**src/rtl/regmodel0_ocp2_reg_bridge_if.sv**
```systemverilog
// OCP2 slave-side signal bundle for the register bridge.
// The master drives commands; the slave returns accept and response.
interface regmodel0_ocp2_reg_bridge_if #(
    parameter int ADDR_W = 15
) ();
    logic              mreset_n;
    logic [2:0]        mcmd;
    logic [ADDR_W-1:0] maddr;
    logic [3:0]        mbyteen;
    logic [5:0]        mreqinfo;
    logic [31:0]       mdata;
    logic              mrespaccept;
    logic              scmdaccept;
    logic [1:0]        sresp;
    logic [31:0]       sdata;

    modport master (
        output mreset_n, mcmd, maddr, mbyteen, mreqinfo, mdata, mrespaccept,
        input  scmdaccept, sresp, sdata
    );

    modport slave (
        input  mreset_n, mcmd, maddr, mbyteen, mreqinfo, mdata, mrespaccept,
        output scmdaccept, sresp, sdata
    );
endinterface

```
**src/rtl/regmodel0_ocp2_reg_bridge.sv**
```systemverilog
// OCP2 single-transaction slave bridging to a simple req/ack register port.
// Every command gets exactly one response; illegal commands never touch the registers.
module regmodel0_ocp2_reg_bridge #(
    parameter int ADDR_W  = 15,
    parameter int TIMEOUT = 256
) (
    input  logic                      clk,
    input  logic                      reset,
    regmodel0_ocp2_reg_bridge_if.slave ocp,
    output logic                      reg_req,
    output logic                      reg_wr,
    output logic [ADDR_W-3:0]         reg_addr,
    output logic [3:0]                reg_be,
    output logic [31:0]               reg_wdata,
    output logic [5:0]                reg_info,
    input  logic                      reg_ack,
    input  logic [31:0]               reg_rdata,
    input  logic                      reg_err
);

    localparam logic [1:0]  ST_IDLE   = 2'd0;
    localparam logic [1:0]  ST_ACCESS = 2'd1;
    localparam logic [1:0]  ST_RESP   = 2'd2;

    localparam logic [2:0]  CMD_IDLE  = 3'd0;
    localparam logic [2:0]  CMD_WR    = 3'd1;
    localparam logic [2:0]  CMD_RD    = 3'd2;

    localparam logic [1:0]  RESP_NULL = 2'b00;
    localparam logic [1:0]  RESP_DVA  = 2'b01;
    localparam logic [1:0]  RESP_ERR  = 2'b11;

    localparam logic [15:0] CNT_LAST  = 16'(TIMEOUT - 1);

    logic [1:0]        state_q, state_d;
    logic [15:0]       cnt_q, cnt_d;
    logic [1:0]        sresp_q, sresp_d;
    logic [31:0]       sdata_q, sdata_d;
    logic              reg_req_q, reg_req_d;
    logic              reg_wr_q, reg_wr_d;
    logic [ADDR_W-3:0] reg_addr_q, reg_addr_d;
    logic [3:0]        reg_be_q, reg_be_d;
    logic [31:0]       reg_wdata_q, reg_wdata_d;
    logic [5:0]        reg_info_q, reg_info_d;

    logic soft_rst;
    logic accept;
    logic is_wr;
    logic is_rd;

    // Either reset source wins over any same-cycle command, so acceptance is masked too.
    assign soft_rst = reset | ~ocp.mreset_n;
    assign accept   = (state_q == ST_IDLE) && (ocp.mcmd != CMD_IDLE) && !soft_rst;
    assign is_wr    = (ocp.mcmd == CMD_WR);
    assign is_rd    = (ocp.mcmd == CMD_RD);

    always_comb begin
        state_d     = state_q;
        cnt_d       = cnt_q;
        sresp_d     = sresp_q;
        sdata_d     = sdata_q;
        reg_req_d   = reg_req_q;
        reg_wr_d    = reg_wr_q;
        reg_addr_d  = reg_addr_q;
        reg_be_d    = reg_be_q;
        reg_wdata_d = reg_wdata_q;
        reg_info_d  = reg_info_q;

        case (state_q)
            ST_IDLE: begin
                if (accept) begin
                    if (!(is_wr || is_rd) || (ocp.maddr[1:0] != 2'b00)) begin
                        state_d = ST_RESP;
                        sresp_d = RESP_ERR;
                        sdata_d = '0;
                    end else if (is_wr && (ocp.mbyteen == 4'h0)) begin
                        state_d = ST_RESP;
                        sresp_d = RESP_DVA;
                        sdata_d = '0;
                    end else begin
                        state_d     = ST_ACCESS;
                        cnt_d       = '0;
                        reg_req_d   = 1'b1;
                        reg_wr_d    = is_wr;
                        reg_addr_d  = ocp.maddr[ADDR_W-1:2];
                        reg_be_d    = is_wr ? ocp.mbyteen : 4'hF;
                        reg_wdata_d = ocp.mdata;
                        reg_info_d  = ocp.mreqinfo;
                    end
                end
            end
            ST_ACCESS: begin
                // An ack on the final counted cycle still completes normally.
                if (reg_ack) begin
                    state_d   = ST_RESP;
                    cnt_d     = '0;
                    reg_req_d = 1'b0;
                    sresp_d   = reg_err ? RESP_ERR : RESP_DVA;
                    sdata_d   = (!reg_err && !reg_wr_q) ? reg_rdata : '0;
                end else if (cnt_q == CNT_LAST) begin
                    state_d   = ST_RESP;
                    cnt_d     = '0;
                    reg_req_d = 1'b0;
                    sresp_d   = RESP_ERR;
                    sdata_d   = '0;
                end else begin
                    cnt_d = cnt_q + 16'd1;
                end
            end
            ST_RESP: begin
                if (ocp.mrespaccept) begin
                    state_d = ST_IDLE;
                    sresp_d = RESP_NULL;
                    sdata_d = '0;
                end
            end
            default: begin
                state_d = ST_IDLE;
            end
        endcase
    end

    always_ff @(posedge clk) begin
        if (soft_rst) begin
            state_q     <= ST_IDLE;
            cnt_q       <= '0;
            sresp_q     <= RESP_NULL;
            sdata_q     <= '0;
            reg_req_q   <= 1'b0;
            reg_wr_q    <= 1'b0;
            reg_addr_q  <= '0;
            reg_be_q    <= '0;
            reg_wdata_q <= '0;
            reg_info_q  <= '0;
        end else begin
            state_q     <= state_d;
            cnt_q       <= cnt_d;
            sresp_q     <= sresp_d;
            sdata_q     <= sdata_d;
            reg_req_q   <= reg_req_d;
            reg_wr_q    <= reg_wr_d;
            reg_addr_q  <= reg_addr_d;
            reg_be_q    <= reg_be_d;
            reg_wdata_q <= reg_wdata_d;
            reg_info_q  <= reg_info_d;
        end
    end

    assign ocp.scmdaccept = accept;
    assign ocp.sresp      = sresp_q;
    assign ocp.sdata      = sdata_q;
    assign reg_req        = reg_req_q;
    assign reg_wr         = reg_wr_q;
    assign reg_addr       = reg_addr_q;
    assign reg_be         = reg_be_q;
    assign reg_wdata      = reg_wdata_q;
    assign reg_info       = reg_info_q;

endmodule

```
**src/flat_wrapper.sv**
```systemverilog
// flat-port wrapper written by rule: the top's interface ports become plain ports
module regmodel0_ocp2_reg_bridge_flat 
#(
    parameter int ADDR_W  = 15,
    parameter int TIMEOUT = 256
)
  (clk, reset, reg_req, reg_wr, reg_addr, reg_be, reg_wdata, reg_info, reg_ack, reg_rdata, reg_err, ocp_mreset_n, ocp_mcmd, ocp_maddr, ocp_mbyteen, ocp_mreqinfo, ocp_mdata, ocp_mrespaccept, ocp_scmdaccept, ocp_sresp, ocp_sdata);
  regmodel0_ocp2_reg_bridge_if #(.ADDR_W(ADDR_W)) ocp_i ();
  input  logic clk;
  input  logic reset;
  output logic reg_req;
  output logic reg_wr;
  output logic [ADDR_W-3:0] reg_addr;
  output logic [3:0] reg_be;
  output logic [31:0] reg_wdata;
  output logic [5:0] reg_info;
  input  logic reg_ack;
  input  logic [31:0] reg_rdata;
  input  logic reg_err;
  input wire logic [$bits(ocp_i.mreset_n)-1:0] ocp_mreset_n;
  input wire logic [$bits(ocp_i.mcmd)-1:0] ocp_mcmd;
  input wire logic [$bits(ocp_i.maddr)-1:0] ocp_maddr;
  input wire logic [$bits(ocp_i.mbyteen)-1:0] ocp_mbyteen;
  input wire logic [$bits(ocp_i.mreqinfo)-1:0] ocp_mreqinfo;
  input wire logic [$bits(ocp_i.mdata)-1:0] ocp_mdata;
  input wire logic [$bits(ocp_i.mrespaccept)-1:0] ocp_mrespaccept;
  output wire logic [$bits(ocp_i.scmdaccept)-1:0] ocp_scmdaccept;
  output wire logic [$bits(ocp_i.sresp)-1:0] ocp_sresp;
  output wire logic [$bits(ocp_i.sdata)-1:0] ocp_sdata;
  assign ocp_i.mreset_n = ocp_mreset_n;
  assign ocp_i.mcmd = ocp_mcmd;
  assign ocp_i.maddr = ocp_maddr;
  assign ocp_i.mbyteen = ocp_mbyteen;
  assign ocp_i.mreqinfo = ocp_mreqinfo;
  assign ocp_i.mdata = ocp_mdata;
  assign ocp_i.mrespaccept = ocp_mrespaccept;
  assign ocp_scmdaccept = ocp_i.scmdaccept;
  assign ocp_sresp = ocp_i.sresp;
  assign ocp_sdata = ocp_i.sdata;
  regmodel0_ocp2_reg_bridge #(.ADDR_W(ADDR_W), .TIMEOUT(TIMEOUT)) u_core (.clk(clk), .reset(reset), .ocp(ocp_i), .reg_req(reg_req), .reg_wr(reg_wr), .reg_addr(reg_addr), .reg_be(reg_be), .reg_wdata(reg_wdata), .reg_info(reg_info), .reg_ack(reg_ack), .reg_rdata(reg_rdata), .reg_err(reg_err));
endmodule
```
**config.mk**
```make
export PLATFORM = sky130hd
export DESIGN_NAME = regmodel0_ocp2_reg_bridge_flat
export DESIGN_NICKNAME = d
export VERILOG_FILES = /design/src/rtl/regmodel0_ocp2_reg_bridge_if.sv /design/src/rtl/regmodel0_ocp2_reg_bridge.sv /design/src/flat_wrapper.sv
export SDC_FILE = /design/constraint.sdc
export NUM_CORES = 1
export LEC_CHECK = 0
export CORE_UTILIZATION = 43
export DETAILED_ROUTE_END_ITERATION = 10
export GPL_ROUTABILITY_DRIVEN = 0
export HOLD_SLACK_MARGIN = 0.15
export PLACE_DENSITY_LB_ADDON = 0.1
export SETUP_SLACK_MARGIN = 0.02
export SLEW_MARGIN = 15
export SYNTH_ARGS = -nofsm -noshare
export SYNTH_HDL_FRONTEND = slang
export SYNTH_SLANG_ARGS = --single-unit
```
**constraint.sdc**
```tcl
create_clock -name clk -period 3.45 [get_ports clk]
set_clock_uncertainty 0.15 [all_clocks]
set_input_delay 0.8625 -clock clk [delete_from_list [all_inputs] [get_ports clk]]
set_output_delay 0.8625 -clock clk [all_outputs]
set_load 0.02 [all_outputs]
```
==> metrics <==
status completed; area of the die 11,000 sq um; initial antenna violation count 0; Seq pwr share 0.557; Critical Path Source reset; hold slack 314 ps; vertical die dimension 105 um; switching share of total power 0.224; sw power 511 uW; Detailed Routing Iterations Pass 1 5; number of max-cap violations 0; Clock Tree Root sky130_fd_sc_hd__clkbuf_8; maximum buffer depth of the clock tree 2; Synth Warn # 0; Mapped Cells 546; Worst Tran Pin Value 833 ps; FF+latch count, synth 109; maximum operating frequency 299 MHz; number of I/O pins 190; total count of hold-check failures in the final report 0; clock tree from TritonCTS built; overall global routing resource usage 0.217; combined area of the multi-input logic cells 2020 sq um; fin. max-slew vios 0; dominant cells by area after synthesis sky130_fd_sc_hd__dfxtp_1 48%, sky130_fd_sc_hd__mux2i_1 7.2%, sky130_fd_sc_hd__nand2_1 7.2%, sky130_fd_sc_hd__nand3_1 7.1%, sky130_fd_sc_hd__o21ai_0 6.8%; min-delay worst type reg2reg; Rows 37; Post-Synthesis Mean Instance Area 8.36 sq um; layout cell share with drive strength beyond 1 0.0587; Tmin final 3350 ps; pin count of the biggest net entering global routing 106; layout net count 829; number of routed nets with antenna violations 0; cell type with the highest aggregate area in the netlist sky130_fd_sc_hd__dfxtp_1; CTS H-Tree Depth 3; required arrival time at the worst endpoint 2440 ps; nature of the critical path endpoint output port; proportion of power drawn by combinational gates 0.107; pwr/cell area 331 nW/um^2; core region area 10,300 sq um; Post-Synthesis Cell Area 4560 sq um; wire length of the first global-routing pass 19,200 um; unrepaired setup endpoints after global routing no; initial standard-cell utilization of the core 0.442; footprint of the flip-flops and latches 2180 sq um; endpoints failing setup 0; vias in the first global route 4,091; most common cell after layout, fill and taps aside sky130_fd_sc_hd__clkdlybuf4s50_1; Hold-fix buffers, CTS 0; sum of negative setup slack 0 ps; flop2flop setup slack 730 ps; worst voltage drop across the vdd grid 0.180 mV; data arrival time of the critical path 2330 ps; leading register cell type out of synthesis sky130_fd_sc_hd__dfxtp_1; number of violations reported at the end of detailed-routing iteration 0 161; Post-synth EDFFs 0; async set-reset flop share out of synthesis 0; post-synthesis to final-layout area growth 50.8%; total gr overflow 0; Placement Setup Slack -205 ps; clock network fraction of design power 0.335; filler instances 864; antenna diode instance count 0; final WL 11,900 um; number of distinct standard cells referenced by the synthesized netlist 45; Port Buffers 189; Final period util 0.970; remaining max-slew budget at the tightest pin 0.443; clock-pin slew on the worst setup and hold paths 90 ps; internal power of the cells 1770 uW; Inserted Clock Buffers 9; overall power after layout 2280 uW; number of clock sinks 109; Via Count 4,371; share of the yosys chip area belonging to registers 0.478; vias per std cell 5.04; commonest non-fill, non-tap cells in the layout 188 x sky130_fd_sc_hd__clkdlybuf4s50_1, 109 x sky130_fd_sc_hd__dfxtp_1, 87 x sky130_fd_sc_hd__nand2_1; startpoint class of the critical path primary input; Avg WL per Cell 13.7 um; highest net fanout along the worst path 3; number of nets produced by synthesis 648; placed wire-length estimate 8720 um; Critical R2R Launch u_core.cnt_q[12]$_SDFFE_PP0P_; kind of critical path in2out; share of Yosys cell area claimed by the top area cell type 0.478; horizontal die dimension 105 um; Skew-Pair Late Insertion Delay 360 ps; leakage 0.00254 uW; Worst Min Path Start u_core.ocp.sdata[24]$_SDFFE_PP0P_; Worst Setup Slack, final 103 ps; # DRC 0
through the flow:
step                area [sq um]  utilization  cells
finish                      6880        0.666    868
global route                6880        0.666    868
CTS                         6880        0.666    868
detailed placement          6690        0.648    852
global placement            6690        0.648    852
floorplan                   4560            -    546
kinds of logic (layout without fill, tap and decap cells):
group / after synthesis / after routing / share of synthesized area
compound gates: 105 / 105 / 0.145
xor+xnor: 1 / 1 / 0.00192
fa+ha+maj: 4 / 4 / 0.0110
buf+inv: 94 / 280 / 0.0853
flops: 109 / 109 / 0.478
mux: 33 / 33 / 0.0724
simple gates: 200 / 200 / 0.206
flip-flops by register name, indices dropped and copies added, names as in the netlist:
register,count
u_core.ocp.sdata,32
u_core.reg_req,1
u_core.reg_info,6
u_core.reg_be,4
u_core.reg_wdata,32
u_core.reg_addr,13
u_core.cnt_q,16
u_core.state_q,2
u_core.ocp.sresp,2
u_core.reg_wr,1
cells in the mapped netlist (2+ instances only):
master	number
sky130_fd_sc_hd__or4_1	2
sky130_fd_sc_hd__o211ai_1	3
sky130_fd_sc_hd__nor2_1	10
sky130_fd_sc_hd__o22ai_1	3
sky130_fd_sc_hd__o41ai_1	4
sky130_fd_sc_hd__a32o_1	8
sky130_fd_sc_hd__clkbuf_1	22
sky130_fd_sc_hd__o31ai_1	2
sky130_fd_sc_hd__mux2i_1	33
sky130_fd_sc_hd__a21oi_1	11
sky130_fd_sc_hd__dfxtp_1	109
sky130_fd_sc_hd__inv_1	57
sky130_fd_sc_hd__nor4_1	4
sky130_fd_sc_hd__o21ai_0	62
sky130_fd_sc_hd__nand4_1	4
sky130_fd_sc_hd__and3_1	3
sky130_fd_sc_hd__or2_2	2
sky130_fd_sc_hd__nand2_1	87
sky130_fd_sc_hd__nor3b_1	2
sky130_fd_sc_hd__or4_4	2
sky130_fd_sc_hd__ha_1	4
sky130_fd_sc_hd__buf_2	11
sky130_fd_sc_hd__buf_6	3
sky130_fd_sc_hd__nor2b_1	2
sky130_fd_sc_hd__nor3_1	7
sky130_fd_sc_hd__nand3_1	65
sky130_fd_sc_hd__nand2b_1	3
sky130_fd_sc_hd__or3_1	4
critical path, cell delays in order:
cell and delay [ps]:
sky130_fd_sc_hd__clkdlybuf4s50_1 460, sky130_fd_sc_hd__nand2b_1 230, sky130_fd_sc_hd__or3_1 370, sky130_fd_sc_hd__inv_1 90, sky130_fd_sc_hd__clkdlybuf4s15_1 320
power groups by stage:
stage / Clock (uW) / Combinational [uW] / Sequential (uW)
final: 764 / 245 / 1270
after detailed placement: 0 / 246 / 1300
after floorplan: 0 / 83.1 / 1310
after global placement: 0 / 243 / 1300
after CTS: 789 / 246 / 1270
after global routing: 845 / 264 / 1270
layout make-up:
class / instances / share of cell area
tap: 136 / 0.0247
inverter: 57 / 0.0311
clock inverter: 4 / 0.00691
multi-input combinational: 343 / 0.293
clock buffer: 12 / 0.0211
timing repair buffer: 207 / 0.306
sequential: 109 / 0.317
layer usage:
layer | track usage | vias up | part of all wire
met4 | 0.0855 | 0 | 0.016
met5 | 0 | - | 0
li1 | - | 2221 | -
met3 | 0.0711 | 15 | 0.085
met1 | 0.260 | 1986 | 0.43
met2 | 0.358 | 149 | 0.47
final timing paths:
kind                                            end  cells after the start
hold / removal    u_core.ocp.sdata[24]$_SDFFE_PP0P_                      2
setup reg to reg   u_core.ocp.sdata[2]$_SDFFE_PP0P_                      6
hold reg to reg   u_core.ocp.sdata[24]$_SDFFE_PP0P_                      2
setup / recovery                     ocp_scmdaccept                      5
timing repair:
item	in CTS	in global routing
setup endpoints to repair	1	1
resized for setup	1	1
buffers inserted	0	0
Note: power is estimated with default switching activity, not from simulation.
